===== src/rtl/inst_fetch_seq.sv =====
// Instruction fetch / sequencing front end for the cube-solver core.
// Drives pc to the instruction ROM, latches the returned word into the
// instruction register, resolves JMP/JNZ internally and issues every other
// instruction to the datapath over a valid/ready handshake. A JMP whose
// target equals its own address is the terminal self-loop and halts.
// Optional watchdog: define FETCH_WDOG_EN to abort into HALT (wdog_err=1)
// after WDOG_LIMIT issue exits since the last start/reset.
module inst_fetch_seq #(
  parameter logic [7:0]  RESET_PC   = 8'd0,
  parameter logic [15:0] WDOG_LIMIT = 16'd4096
) (
  input  logic        clk,
  input  logic        rst,
  input  logic        start,
  output logic [7:0]  pc,
  input  logic [15:0] op,
  input  logic        flag,
  output logic        exec_valid,
  input  logic        exec_ready,
  output logic [3:0]  opcode,
  output logic [3:0]  dst,
  output logic [3:0]  src,
  output logic [3:0]  imm4,
  output logic [7:0]  imm8,
  output logic        busy,
  output logic        halted,
  output logic        wdog_err
);

  // Branch opcodes of the core's instruction set
  localparam logic [3:0] OP_JMP = 4'hE;
  localparam logic [3:0] OP_JNZ = 4'hF;

  typedef enum logic [1:0] {IDLE, FETCH, ISSUE, HALT} state_t;

  state_t      state, state_nx;
  logic [7:0]  pc_nx;
  logic [15:0] ir;
  logic        is_jmp, is_jnz;
  logic        issue_exit;
  logic        wdog_hit;

  assign is_jmp = (ir[15:12] == OP_JMP);
  assign is_jnz = (ir[15:12] == OP_JNZ);

  // Field outputs always mirror the instruction register
  assign opcode = ir[15:12];
  assign dst    = ir[11:8];
  assign src    = ir[7:4];
  assign imm4   = ir[3:0];
  assign imm8   = ir[7:0];

  assign exec_valid = (state == ISSUE) && !is_jmp && !is_jnz;
  assign busy       = (state == FETCH) || (state == ISSUE);
  assign halted     = (state == HALT);

  // Next-state, next-pc and issue-exit decode
  always_comb begin
    state_nx   = state;
    pc_nx      = pc;
    issue_exit = 1'b0;
    unique case (state)
      IDLE, HALT: begin
        if (start) begin
          pc_nx    = RESET_PC;
          state_nx = FETCH;
        end
      end
      FETCH: state_nx = ISSUE;
      ISSUE: begin
        if (is_jmp) begin
          issue_exit = 1'b1;
          if (ir[7:0] == pc) begin
            state_nx = HALT;
          end else begin
            pc_nx    = ir[7:0];
            state_nx = FETCH;
          end
        end else if (is_jnz) begin
          issue_exit = 1'b1;
          pc_nx      = flag ? ir[7:0] : pc + 8'd1;
          state_nx   = FETCH;
        end else if (exec_ready) begin
          issue_exit = 1'b1;
          pc_nx      = pc + 8'd1;
          state_nx   = FETCH;
        end
        // The watchdog overrides the normal successor; pc still advances
        if (issue_exit && wdog_hit) state_nx = HALT;
      end
      default: state_nx = IDLE;
    endcase
  end

  // State, pc and instruction register
  always_ff @(posedge clk or posedge rst) begin
    if (rst) begin
      state <= IDLE;
      pc    <= RESET_PC;
      ir    <= '0;
    end else begin
      state <= state_nx;
      pc    <= pc_nx;
      if (state == FETCH) ir <= op;
    end
  end

`ifdef FETCH_WDOG_EN
  logic [15:0] wdog_cnt;
  logic        start_go;

  assign start_go = start && ((state == IDLE) || (state == HALT));
  assign wdog_hit = ((wdog_cnt + 16'd1) == WDOG_LIMIT);

  // Issue-exit budget counter and sticky abort flag
  always_ff @(posedge clk or posedge rst) begin
    if (rst) begin
      wdog_cnt <= '0;
      wdog_err <= 1'b0;
    end else if (start_go) begin
      wdog_cnt <= '0;
      wdog_err <= 1'b0;
    end else if (issue_exit) begin
      wdog_cnt <= wdog_cnt + 16'd1;
      if (wdog_hit) wdog_err <= 1'b1;
    end
  end
`else
  logic unused_wdog_limit;

  assign wdog_hit          = 1'b0;
  assign wdog_err          = 1'b0;
  assign unused_wdog_limit = ^WDOG_LIMIT;
`endif

endmodule


===== config.mk =====
export PLATFORM = sky130hd
export DESIGN_NAME = inst_fetch_seq
export DESIGN_NICKNAME = d
export VERILOG_FILES = /design/src/rtl/inst_fetch_seq.sv
export SDC_FILE = /design/constraint.sdc
export NUM_CORES = 1
export LEC_CHECK = 0
export BUFFER_PORTS_ARGS = -buffer_cell sky130_fd_sc_hd__buf_4
export CORE_MARGIN = 10
export CORE_UTILIZATION = 40
export DETAILED_ROUTE_END_ITERATION = 8
export PLACE_DENSITY = 0.67
export SLEW_MARGIN = 30
export SYNTH_ARGS = -nofsm -noshare
export SYNTH_HDL_FRONTEND = slang
export SYNTH_SLANG_ARGS = --single-unit

===== constraint.sdc =====
create_clock -name clk -period 2.2 [get_ports clk]
set_clock_uncertainty 0.15 [all_clocks]
set_input_delay 0.33 -clock clk [delete_from_list [all_inputs] [get_ports clk]]
set_output_delay 0.33 -clock clk [all_outputs]
set_load 0.01 [all_outputs]

# Yosys cells after proc, flatten, opt, wreduce, memory -nomap -nowiden
# Index checks and enable logic that the tools add are counted.
# Widths: inputs -> output; s select.
[classes] add_sub_neg=1 n_eq_ne=9 mux=13 reduce_logical=10
[ops] op="$mux 8" count=6
[ops] op="$pmux 8 s2" count=1
[ops] op="$mux 2" count=5
[ops] op="$add 8x1->8 const B" count=1
[ops] op="$eq 4x4->1 const B" count=2
[ops] op="$eq 8x8->1" count=1
[ops] op="$pmux 2 s3" count=1
[ops] op="$eq 2x2->1 const B" count=2
[ops] op="$ne 4x4->1 const B" count=1
[ops] op="$reduce_and 4->1" count=1
[ops] op="$ne 3x3->1 const B" count=1
[ops] op="$eq 2x1->1 const B" count=1
[ops] op="$logic_and 1x1->1" count=2
[ops] op="$logic_not 1->1" count=2
[ops] op="$logic_not 2->1" count=1
[ops] op="$ne 2x2->1 const B" count=1
[ops] op="$reduce_and 2->1" count=1
[ops] op="$reduce_bool 2->1" count=1
[ops] op="$reduce_or 2->1" count=1
[ops] op="$logic_or 1x1->1" count=1
[word_totals] ff_bits=26 input_bits=21 out_inout_bits=36 wordCells=36

# Longest topological paths before layout
# Gate-level depths: netlist of run 1.
[logic_depth] word_depth=5 depth_mapped=6 ltp_nobuf=6

# Worst setup path before layout of run 1
# Ideal clock, no wire load.
[synth_timing] kind="reg-to-reg" from="reg state[0]" to="reg pc[6]" setup_ps=125 arrival_ps=1636 t_required_ps=1925 setup_slack_ps=289 stages_incl_launch_ff=7 path_buffers=0 period_less_slack_ps=1911 path_cell_list="dfrtp_1 > inv_1 > ha_1 > inv_1 > o221ai_2 > a31oi_4 > mux2_4"
[synth_between] elab_chain_cells=4 word_cells_on_any_way=10 cone_classes="5 x eq/ne; 1 x mux; 4 x reduce/logical"
[synth_rtl] element="from (decl)" line_no="36" source="state_t state, state_nx;"
[synth_rtl] element="from (signal assigned)" line_no="102" source="state <= state_nx;"
[synth_rtl] element="$eq 2x2->1 or $logic_not 2->1 (tied branches)" line_no="62" source="unique case (state)"
[synth_rtl] element="$reduce_or 2->1" line_no="62"
[synth_rtl] element="$ne 2x2->1 (no source line) or $reduce_bool 2->1 (tied branches)"
[synth_rtl] element="$reduce_and 4->1 (no source line)"
[synth_rtl] element="to (signal assigned)" line_no="103" source="pc <= pc_nx;"
[synth_rtl] element="to (decl)" line_no="15" source="output logic [7:0] pc,"
# Several ways; a longest one is shown, not always the timed one.
# A chain may end at the register's enable or synchronous reset.

# Final worst setup path of run 1
[layout_timing] from="reg state[0]" to="reg pc[2]"
# Same word-level chain as after synthesis.

==> run summary, run 1 <==
status - finished, final reports clean
fin crit share - 93.5%
total grt overflow - 0
vias post-DR - 1,298
critical path's largest stage delay - 410 ps
cell-internal power - 0.00160 W
Ports - 57
Distinct cells, synth - 43
final setup TNS - 0 ps
Peak Freq - 486 MHz
Area Growth Syn to Fin - 29.9%
sequential element share of the synthesized area - 41.1%
max cap viols - 0
clk root buf - clkbuf_8
Synth warnings - 0
ordered cell list for the critical path - inv_1 -> ha_1 -> nand2b_1 -> o221ai_2 -> a31oi_4 -> mux2_4
H-Tree Depth - 1
num rows - 22
worst skew pair latency - 270 ps
final setup violation count - 0
part of the power in registers - 32.9%
Diodes inserted - 0
predominant post-synthesis flop cell - dfrtp_1
fill cell count - 345
sw power - 0.00118 W
cts bufs inserted - 3
Static Leak - 0.937 nW
Slew HR - 58.9%
Mapped Area - 1580 um2
PwrDens - 1350 nW/um2
Max Slew Vio Count - 0
Die Ht - 82.9 um
RSZ-0062 raised after global routing - no
post-synthesis mux area share - 17.1%
Longest Clk Path Bufs - 2
clock slew at reported path FFs - 90 ps
initial antenna violation count - 0
worst slew pin tran - 615 ps
reg2reg path depth - 6
layout cells sized above 1 - 47.1%
maximum VDD drop - 0.595 mV
first-pass iteration count of the detailed router - 4
Final nets - 219
Critical Path AT - 2060 ps
Setup crit start kind - flip-flop
antenna-violating nets left - 0
number of port buffers - 55
Synth Area in Simple Gates - 11.2%
r2r setup slk - 140 ps
post-synthesis area per instance - 11.2 um2
min cycle time layout - 2060 ps
Clock power frac - 9.8%
data required time of the worst path - 2210 ps
largest net degree at the start of global routing - 27
Syn Inst Count - 141
DR DRC count - 0
Die W - 82.9 um
Vias/cell - 5.43
Worst Path Max Fanout - 7
post-synthesis adder-cell area fraction - 3.96%
slowest CP cell - dfrtp_1
syn nets - 167
Net Sw Frac - 42.3%
compound-gate portion of the synthesized area - 12.7%
Initial Utilization - 42.2%
WL/cell - 18.1 um
die area - 6870 um2
top cells by area, synth - dfrtp_1 (41%), mux2_2 (11%), xor2_1 (5.0%), buf_4 (4.7%), ha_1 (4.0%)
most frequent cells after synthesis - dfrtp_1 (26), mux2_2 (16), buf_4 (10)
first-pass GRT wire length - 7130 um
TritonCTS Sinks - 26
Crit. End Element - flip-flop
Gate power share - 57.3%
core area - 3740 um2
most numerous cell in the Yosys netlist - dfrtp_1
Seq cells post-synth - 26
Total Routing Usage GR - 12.0%
DRT Wirelength - 4330 um
vias in the first global route - 1,421
WS Path Type - flip-flop to flip-flop
EDFF count, synth - 0
Yosys top cell by area - dfrtp_1
count of non-filler cells in the finished layout - 239
Synth top area share - 41.1%
RePlAce Congestion - 0.867
Detailed Route Iter0 Violations - 79
placed instance count - 234
HPWL Detailed - 3350 um
CTS tree - yes
Worst Hold Class - input pin to flip-flop
largest family of logic cells by synthesized area - multiplexers
xor and xnor area share after synthesis - 5.54%
async set-reset flop share out of synthesis - 100%
Hold Crit Depth - 2
Final Hold Fails - 0
==> per-layer routing <==
metal  global-route usage (%)  part of all wire, %  vias up
li1                         -                    -      598
met1                     14.0                   42      638
met2                     20.5                   49       57
met3                     4.00                  7.8        5
met4                     2.92                 0.79        0
met5                        0                    0        -
==> worst max-delay path, delay by kind of cell (launching register included) <==
family / cells / cell delay [ps]
multiplexers: 1 / 330
adder cells (fa/ha/maj): 1 / 290
AO/OA/AOI/OAI: 2 / 520
AND/OR/NAND/NOR: 1 / 160
buffers and inverters: 1 / 80
flip-flops: 1 / 410
==> final cells by class <==
type,count,area [um2],share of cell area [%]
clock buffers,3,41.3,2.01
flip-flops and latches,26,651,31.7
multi-input cells,91,801,39.0
inverters,10,41.3,2.01
well taps,48,60.1,2.92
repair buffers,61,460,22.4
==> cell families after synthesis <==
| group | Yosys count |
|---|---|
| AOI/OAI and AO/OA | 25 |
| muxes | 23 |
| buffers and inverters | 24 |
| xor gates and xnor gates | 10 |
| other | 1 |
| and+or+nand+nor | 27 |
| DFF | 26 |
| adders and majority gates | 5 |
==> registers in the layout, summed over array words and instances (netlist names) <==
signal,cells
pc,8
state,2
ir,16
==> metrics by stage <==
step	setup slack (ps)	total power, W	hold WS (ps)	util (%)	instance area (um2)
2_1_floorplan	289	0.00191	220	-	1580
3_3_place_gp	252	0.00247	262	53.2	1990
3_5_place_dp	160	0.00252	270	53.2	1990
4_1_cts	63.1	0.00279	129	54.6	2040
5_1_grt	36.7	0.00296	127	54.9	2050
6_report	144	0.00278	132	54.9	2050
==> final timing paths <==
path,start,to
setup / recovery,state[0]$_DFFE_PP0P_,pc[2]$_DFFE_PP0P_
hold / removal,op[14],ir[14]$_DFFE_PP0N_
setup reg to reg,state[0]$_DFFE_PP0P_,pc[2]$_DFFE_PP0P_
hold reg to reg,ir[11]$_DFFE_PP0N_,ir[11]$_DFFE_PP0N_
max in group asynchronous,rst,pc[6]$_DFFE_PP0P_
min in group asynchronous,rst,ir[1]$_DFFE_PP0N_
==> cell usage in the layout (no fill, tap or decap), drive strengths merged, types with 2 or more instances in the layout <==
cell type	count
and3	2
nor4	2
nand2b	3
o21ai	5
mux2i	3
mux2	20
nand2	3
o221ai	2
dfrtp	26
inv	9
a31oi	2
xor2	9
a311oi	3
a211oi	3
nand3	6
clkbuf	3
or3	2
buf	60
nor3	5
nor2	2
ha	5
==> power groups by stage <==
stage	Sequential, W	Clock (W)	Combinational, W
after floorplan	0.000938	0	0.000970
after global placement	0.000904	0	0.00156
after detailed placement	0.000921	0	0.00160
after CTS	0.000915	0.000278	0.00160
after global routing	0.000950	0.000302	0.00171
final	0.000916	0.000272	0.00159
==> repair_timing <==
item	CTS	global route
endpoints found under the hold margin	26	0
buffers inserted	0	1
resized for setup	0	1
hold buffers	1	0
setup endpoints to repair	0	1
Note: power is estimated with default switching activity, not from simulation.
==> run 2, diff against run 1 <==
==> constraint.sdc (replaced) <==
create_clock -name clk -period 2.2 [get_ports clk]
set_clock_uncertainty 0.15 [all_clocks]
set_input_delay 0.44 -clock clk [delete_from_list [all_inputs] [get_ports clk]]
set_output_delay 0.44 -clock clk [all_outputs]
set_load 0.01 [all_outputs]
==> run 2 against run 1 <==
  * Largest power group unchanged
  * Setup slack gained 13 ps
  * Register-to-register slack is essentially flat
  * Non-clock buffer count is the same
  * Clock power shrank 4%
  * Critical endpoint is now pc[4]$_DFFE_PP0P_
  * Critical path type unchanged
  * Clock-buffer cell count is the same
==> run summary, run 2 (synthesis gave the netlist of run 1 again) <==
data required time of the worst path - 2200 ps (was 2210 ps)
Ports - 57 (unchanged)
slowest CP cell - dfrtp_1 (unchanged)
Crit. End Element - flip-flop (unchanged)
leading cell type in the layout, fill and taps excluded - buf_4 (unchanged)
Initial Utilization - 42.2% (unchanged)
number of port buffers - 55 (unchanged)
die area - 6870 um2 (unchanged)
H-Tree Depth - 1 (unchanged)
Crit path top cell by count - inv_1
post_cts resized - 0 (unchanged)
Core Util, Final - 54.7% (was 54.9%)
RSZ-0062 raised after global routing - no (unchanged)
Diodes inserted - 0 (unchanged)
Peak Freq - 489 MHz (was 486 MHz)
WL/cell - 17.5 um (was 18.1 um)
Max Slew Vio Count - 0 (unchanged)
WS Path Type - flip-flop to flip-flop (unchanged)
PwrDens - 1340 nW/um2 (was 1350 nW/um2)
initial antenna violation count - 0 (unchanged)
CTS hold repair buffers - 0 (was 1)
max cap viols - 0 (unchanged)
HPWL Detailed - 3320 um (was 3350 um)
antenna-violating nets left - 0 (unchanged)
largest net degree at the start of global routing - 27 (unchanged)
ordered cell list for the critical path - inv_1 -> ha_1 -> inv_1 -> o221ai_2 -> a31oi_4 -> mux2_4 (was inv_1 -> ha_1 -> nand2b_1 -> o221ai_2 -> a31oi_4 -> mux2_4)
Worst Path Max Fanout - 7 (unchanged)
Area Growth Syn to Fin - 29.5% (was 29.9%)
largest reg by FF count - ir (unchanged)
Vias/cell - 5.38 (was 5.43)
vias post-DR - 1,287 (was 1,298)
min cycle time layout - 2040 ps (was 2060 ps)
worst skew pair latency - 260 ps (was 270 ps)
Die W - 82.9 um (unchanged)
Worst Hold Class - input pin to async pin (was input pin to flip-flop)
TritonCTS Sinks - 26 (unchanged)
most frequent cells in the layout - buf_4 (61), dfrtp_1 (26), mux2_2 (16) (was buf_4 (60), dfrtp_1 (26), mux2_2 (16))
leading registers by flop count - ir x16, pc x8, state x2 (unchanged)
Critical Path AT - 2040 ps (was 2060 ps)
CTS tree - yes (unchanged)
RePlAce Congestion - 0.887 (was 0.867)
vias in the first global route - 1,431 (was 1,421)
fin crit share - 92.9% (was 93.5%)
layout cells sized above 1 - 47.1% (unchanged)
Detailed Route Iter0 Violations - 62 (was 79)
critical path's largest stage delay - 410 ps (about the same)
Total Routing Usage GR - 11.7% (was 12.0%)
core area - 3740 um2 (unchanged)
max reg flops - 16 (unchanged)
num rows - 22 (unchanged)
Final nets - 219 (unchanged)
total grt overflow - 0 (unchanged)
clock slew at reported path FFs - 90 ps (about the same)
final setup violation count - 0 (unchanged)
status - finished, final reports clean (unchanged)
DRT Wirelength - 4180 um (was 4330 um)
reg2reg path depth - 6 (unchanged)
maximum VDD drop - 0.609 mV (was 0.595 mV)
first-pass iteration count of the detailed router - 4 (unchanged)
Final Hold Fails - 0 (unchanged)
post-CTS setup buffers - 0 (unchanged)
first-pass GRT wire length - 7030 um (was 7130 um)
Setup crit start kind - flip-flop (unchanged)
cts bufs inserted - 3 (unchanged)
Die Ht - 82.9 um (unchanged)
Static Leak - 0.938 nW (was 0.937 nW)
hold slack - 71.5 ps (was 132 ps)
final setup TNS - 0 ps (unchanged)
Longest Clk Path Bufs - 2 (unchanged)
clk root buf - clkbuf_8 (unchanged)
DR DRC count - 0 (unchanged)
==> run 2: cell types whose count changed in the layout (fill, tap and decap cells not counted), sizes merged <==
cell	previous run	this run
buf	60	61
clkinvlp	1	0
dlygate4sd3	1	0
clkinv	0	1
==> run 2: per-layer routing <==
metal,up-vias,global-route usage [%],wire length [um]
li1,598,-,-
met5,-,0,0
met1,633,13.4,1680
met2,54,20.3,2150
met3,2,4.49,339
met4,0,2.15,19
==> run 2: path summary, 6_finish.rpt <==
path	startpoint	endpoint	slack, ps
worst max register to register	state[0]$_DFFE_PP0P_	pc[4]$_DFFE_PP0P_	160
worst min-delay path	rst	ir[9]$_DFFE_PP0N_	70
min in group clk	op[11]	ir[11]$_DFFE_PP0N_	250
max in group asynchronous	rst	pc[6]$_DFFE_PP0P_	1580
worst min register to register	ir[11]$_DFFE_PP0N_	ir[11]$_DFFE_PP0N_	370
worst max-delay path	state[0]$_DFFE_PP0P_	pc[4]$_DFFE_PP0P_	160
==> run 2: final cells by class <==
cell class,instances,area (um2)
Sequential cell,26,651
Timing Repair Buffer,61,458
Clock buffer,3,41.3
Inverter,10,37.5
Fill cell,345,1700
Multi-Input combinational cell,91,801
Tap cell,48,60.1
==> run 2: where the power goes <==
group,switching (W),internal (W),leakage (nW)
Combinational,0.000769,0.000816,0.594
Sequential,0.000241,0.000668,0.322
Clock,0.000139,0.000122,0.0216
==> run 2: worst max-delay path: cells and delay by family (launching register included) <==
| family | cells | cell delay [ps] |
|---|---|---|
| flops | 1 | 410 |
| mux | 1 | 330 |
| buf+inv | 2 | 210 |
| compound gates | 2 | 540 |
| fa+ha+maj | 1 | 280 |
==> run 2: metrics by stage <==
step	cells	power, W	setup WS, ps	area [um2]
after floorplan	141	0.00191	289	1580
after global placement	236	0.00249	252	2010
after detailed placement	236	0.00253	167	2010
after CTS	239	0.00280	146	2050
after global routing	239	0.00295	49.0	2050
final	239	0.00275	157	2050
